File: config.mk
export PLATFORM = sky130hd
export DESIGN_NAME = shift_left_sequential
export DESIGN_NICKNAME = d
export VERILOG_FILES = /design/src/rtl/shift_pkg.sv /design/src/rtl/shl_step.sv /design/src/rtl/shift_left_sequential.sv
export SDC_FILE = /design/constraint.sdc
export NUM_CORES = 1
export LEC_CHECK = 0
export CAP_MARGIN = 20
export CORE_MARGIN = 4
export CORE_UTILIZATION = 45
export DETAILED_ROUTE_END_ITERATION = 8
export GPL_ROUTABILITY_DRIVEN = 0
export PLACE_DENSITY = 0.75
export RECOVER_POWER = 25
export SLEW_MARGIN = 20
export SYNTH_ARGS = -nofsm -noshare
export SYNTH_HDL_FRONTEND = slang
export SYNTH_SLANG_ARGS = --single-unit
File: constraint.sdc
create_clock -name clk -period 2.86 [get_ports clk]
set_clock_uncertainty 0.1 [all_clocks]
set_input_delay 0.286 -clock clk [delete_from_list [all_inputs] [get_ports clk]]
set_output_delay 0.286 -clock clk [all_outputs]
set_load 0.005 [all_outputs]
File: src/rtl/shift_pkg.sv
// Shared definitions for the sequential shift units: FSM states, widths and shift-count type.
package shift_pkg;

    localparam int unsigned WIDTH   = 32;
    localparam int unsigned SHAMT_W = $clog2(WIDTH);

    typedef logic [SHAMT_W-1:0] shamt_t;

    typedef enum logic [1:0] {
        StIdle,
        StShift,
        StDone
    } state_e;

endpackage

File: src/rtl/shl_step.sv
// Single-bit left step: drops the MSB and inserts fill_i at bit 0.
module shl_step #(
    parameter int unsigned Width = 32
) (
    input  logic [Width-1:0] data_i,
    input  logic             fill_i,
    output logic [Width-1:0] data_o
);

    assign data_o = {data_i[Width-2:0], fill_i};

endmodule

File: src/rtl/shift_left_sequential.sv
// Multi-cycle logical left shifter, one bit per clock, start/done handshake.
// Define SHL_ROTATE_EN to add the rotate port (rotate-left instead of zero fill).
module shift_left_sequential
    import shift_pkg::*;
(
    input  logic             clk,
    input  logic             clear,
    input  logic             start,
    input  logic [WIDTH-1:0] data_in,
    input  logic [31:0]      shift_amount,
`ifdef SHL_ROTATE_EN
    input  logic             rotate,
`endif
    output logic             busy,
    output logic             done,
    output logic [WIDTH-1:0] data_out
);

    state_e           state_q, state_d;
    shamt_t           count_q, count_d;
    logic [WIDTH-1:0] work_q, work_d;
    logic [WIDTH-1:0] data_out_q, data_out_d;
    logic [WIDTH-1:0] step_out;
    logic             fill;
    shamt_t           shamt_in;

    // Counts wrap modulo 2^SHAMT_W; the upper bits are deliberately dropped.
    logic unused_shamt_hi;
    assign unused_shamt_hi = ^shift_amount[31:SHAMT_W];
    assign shamt_in        = shift_amount[SHAMT_W-1:0];

`ifdef SHL_ROTATE_EN
    logic rotate_q, rotate_d;
    assign fill = rotate_q & work_q[WIDTH-1];
`else
    assign fill = 1'b0;
`endif

    shl_step #(
        .Width (WIDTH)
    ) u_shl_step (
        .data_i (work_q),
        .fill_i (fill),
        .data_o (step_out)
    );

    always_comb begin
        state_d    = state_q;
        count_d    = count_q;
        work_d     = work_q;
        data_out_d = data_out_q;
`ifdef SHL_ROTATE_EN
        rotate_d   = rotate_q;
`endif
        unique case (state_q)
            StIdle: begin
                if (start) begin
                    work_d  = data_in;
                    count_d = shamt_in;
`ifdef SHL_ROTATE_EN
                    rotate_d = rotate;
`endif
                    if (shamt_in == '0) begin
                        state_d    = StDone;
                        data_out_d = data_in;
                    end else begin
                        state_d = StShift;
                    end
                end
            end
            StShift: begin
                work_d  = step_out;
                count_d = count_q - shamt_t'(1);
                // Result is published on the edge that enters DONE.
                if (count_q == shamt_t'(1)) begin
                    state_d    = StDone;
                    data_out_d = step_out;
                end
            end
            StDone: begin
                state_d = StIdle;
            end
            default: begin
                state_d = StIdle;
            end
        endcase
    end

    always_ff @(posedge clk) begin
        if (!clear) begin
            state_q    <= StIdle;
            count_q    <= '0;
            work_q     <= '0;
            data_out_q <= '0;
`ifdef SHL_ROTATE_EN
            rotate_q   <= 1'b0;
`endif
        end else begin
            state_q    <= state_d;
            count_q    <= count_d;
            work_q     <= work_d;
            data_out_q <= data_out_d;
`ifdef SHL_ROTATE_EN
            rotate_q   <= rotate_d;
`endif
        end
    end

    assign busy     = (state_q != StIdle);
    assign done     = (state_q == StDone);
    assign data_out = data_out_q;

endmodule

==> results.md <==
- The run finished with clean final reports.
- The worst setup path is of the in2reg kind.
- The number of rows in the core area is 30.
- The die covers 0.008359 mm².
- In this run the worst path has a maximum fanout of 32.
- After synthesis, the largest area contributor takes up 44.75% of total cell area.
- The share of post-route cells with drive strength above 1 is 16.22%.
- At the pin with the least slew margin, the transition time is 0.6573 ns.
- The total of warnings raised by yosys is 0.
- The cts-stage hold buffer count is 0.
- After detailed routing, the average wire length per cell comes to 15.29 µm.
- IR analysis of the VDD net gives a maximum drop of 0.2973 mV.
- Once layout is complete, the utilization of the core stands at 60.20%.
- The kind of path behind the tightest hold check is reg2reg.
- The first-pass GRT wire length is 11810 µm.
- TritonCTS built the clock tree.
- The number of nets handed over by synthesis was 376.
- The overall routed net length is 7126 µm.
- The final-report max-slew violation count is 0.
- The pin count of the biggest net entering global routing is 69.
- Yosys mapped a number of flops with a built-in enable equal to 0.
- sky130_fd_sc_hd__dfxtp_1 takes more of the synthesized area than any other cell.
- The maximum clock frequency is 493.4 MHz.
- The number of instances in the placed design is 451.
- The remaining antenna violation count is 0.
- The initial standard-cell utilization of the core is 46.10%.
- The wire-length estimate of the detail-placed layout is 4683 µm.
- The global router's overall resource usage is 17.41%.
- The leakage dissipation is 1.653 nW.
- The post-CTS setup buffer count is 0.
- The final routed DRC violation total is 0.
- The post-synthesis cell type count is 35.
- Setup violations remaining at the end of the flow were counted as 0.
- Headroom to the max-slew limit came out at 56.18%.
- Once the clock tree was built, the resizer swapped 0 gates to a different size.
- The final clock period utilization by the worst path is 70.87%.
- Setup repair after global routing left no endpoint under its margin.
- The total count of hold-check failures in the final report is 0.
- The clock drives 70 sinks.
- The mapped netlist covers 0.003132 mm².
- After the first detailed-routing iteration, the DRC count stood at 91.
- The length of the first detailed-routing pass in iterations is 4.
- The tree is rooted in a sky130_fd_sc_hd__clkbuf_8.
- The clock transition at the registers of the reported paths is 0.07 ns.
- Buffers inserted during clock tree synthesis total 9.
- In this run the vertical extent of the chip is 91.43 µm.
- The mean area per synthesized cell is 10.20 µm².
- The fraction of registers with async set or reset after synthesis is 0%.
- Setup total negative slack on the finished layout was measured at 0 ns.
- The repair_antennas step left the layout with diodes totalling 0.
- The area growth from synthesis to layout is 30.60%.
- Across the run, the number of max-cap violations was 0.
- For this design the ratio of total power to cell area is 643.3 mW/mm².
- The number of antenna violations at the first check in global routing is 0.
- The maximum level of the CTS H-tree is 3.
- With fillers left out, the area of the finished cells amounts to 0.004090 mm².
- After the flow finishes, the layout carries non-filler instances totaling 466.
- Input and output buffers added on the ports amount to 73.
- The clock tree buffer depth is 2.
- STA classifies the critical path endpoint as a flop.
- The number of nets in the layout is 435.
- Ranked by total cell area, the synthesized netlist is headed by sky130_fd_sc_hd__dfxtp_1, sky130_fd_sc_hd__a211oi_2, sky130_fd_sc_hd__mux2i_1.
- Synthesis inferred 70 register bits.
- Data on the critical path is required at its endpoint by 2.99 ns.
- The number of fill cells in the layout is 606.
- After detailed routing, the number of vias per cell comes to 5.358.
- The I/O pin total is 101.
- The gate count after technology mapping is 307.
- The placed instances occupy a cell area of 0.003869 mm².
- For this run, the leading register cell type out of synthesis is sky130_fd_sc_hd__dfxtp_1.
- The sequential share of the synthesized area is 44.75%.
- The aggregate global routing overflow is 0.
- The final period demand of the worst path is 2.027 ns.
- The via count of the first global-routing pass is 2401.
- Detailed routing inserted a total of 2497 vias.
- Data on the critical path arrives at its endpoint at 2.16 ns.
- The floorplan step defined a core boundary enclosing 0.006794 mm².
- For the worst-skew pair, the clock arrives at the later sink with an insertion delay of 0.34 ns.
- The nature of the critical path startpoint is an input pin.
- From left edge to right edge, the die measures 91.43 µm.
==> synthesized netlist by cell type (all sizes together), types with 3 or more instances <==
master,n
nand2b,5
dfxtp,70
mux2i,33
nor2b,3
nand3,3
o21ai,3
nor2,36
buf,16
nand2,4
inv,3
clkbuf,15
a211oi,61
a21oi,34
==> stage by stage <==
step / total power [W] / setup WS [ns] / hold WS [ns]
global route: 0.002764 / 0.6885 / 0.3681
global placement: 0.001773 / 0.5187 / 0.3526
finish: 0.002631 / 0.8332 / 0.3549
detailed placement: 0.001789 / 0.5020 / 0.3523
CTS: 0.002669 / 0.8417 / 0.3621
floorplan: 0.001569 / 1.180 / 0.3036
==> metal layers <==
metal | global-route usage, % | share of wire, %
met1 | 22.69 | 46
met2 | 27.08 | 48
met3 | 4.391 | 4.9
met4 | 7.663 | 1.5
met5 | 0 | 0
==> state kept, by name, indices dropped and copies added (netlist names) <==
signal	count
work_q	31
data_out	32
count_q	5
state_q	2
==> worst max-delay path, cell delays in order <==
cell                              delay (ns)
sky130_fd_sc_hd__clkdlybuf4s50_1        0.44
sky130_fd_sc_hd__or4_4                  0.56
sky130_fd_sc_hd__o21bai_4               0.13
sky130_fd_sc_hd__buf_4                  0.36
sky130_fd_sc_hd__o21ai_0                0.19
sky130_fd_sc_hd__nor2b_1                0.16
==> cell families after synthesis <==
group                      synth area share [%]
AOI/OAI and AO/OA                         28.61
DFF                                       44.75
muxes                                     10.55
adders and majority gates                0.7989
buffers and inverters                     5.833
and+or+nand+nor                           9.468
==> power breakdown <==
group	total [W]	internal (W)	leakage [nW]	switching, W
Clock	0.000880	0.000511	0.105	0.000369
Sequential	0.00115	0.00108	0.577	0.0000665
Combinational	0.000600	0.000290	0.971	0.000310
Total	0.00263	0.00189	1.65	0.000745
==> area by class of cell <==
| class | instances | area, µm² | area share [%] |
|---|---|---|---|
| Multi-Input combinational cell | 203 | 1548 | 37.84 |
| Clock buffer | 10 | 137.6 | 3.365 |
| Timing Repair Buffer | 79 | 788.3 | 19.27 |
| Sequential cell | 70 | 1401 | 34.26 |
| Inverter | 3 | 11.26 | 0.2753 |
| Clock inverter | 5 | 83.83 | 2.050 |
| Tap cell | 96 | 120.1 | 2.937 |
==> final timing paths <==
kind / endpoint / slack [ns] / cells past startpoint / from
worst max-delay path: state_q[0] / 0.83 / 6 / shift_amount[0]
worst min-delay path: data_out[0] / 0.35 / 2 / data_out[0]
worst max register to register: work_q[17] / 0.84 / 4 / state_q[1]
worst min register to register: data_out[0] / 0.35 / 2 / data_out[0]
==> layout by cell type (no fill, tap or decap), drive strengths merged, types with 4 or more instances in the layout <==
cell / count
dlygate4sd3: 26
nand2: 4
buf: 6
a211oi: 61
mux2i: 33
a21oi: 34
clkbuf: 10
dfxtp: 70
nor2: 36
clkdlybuf4s50: 47
nand2b: 5
Note: power is estimated with default switching activity, not from simulation.
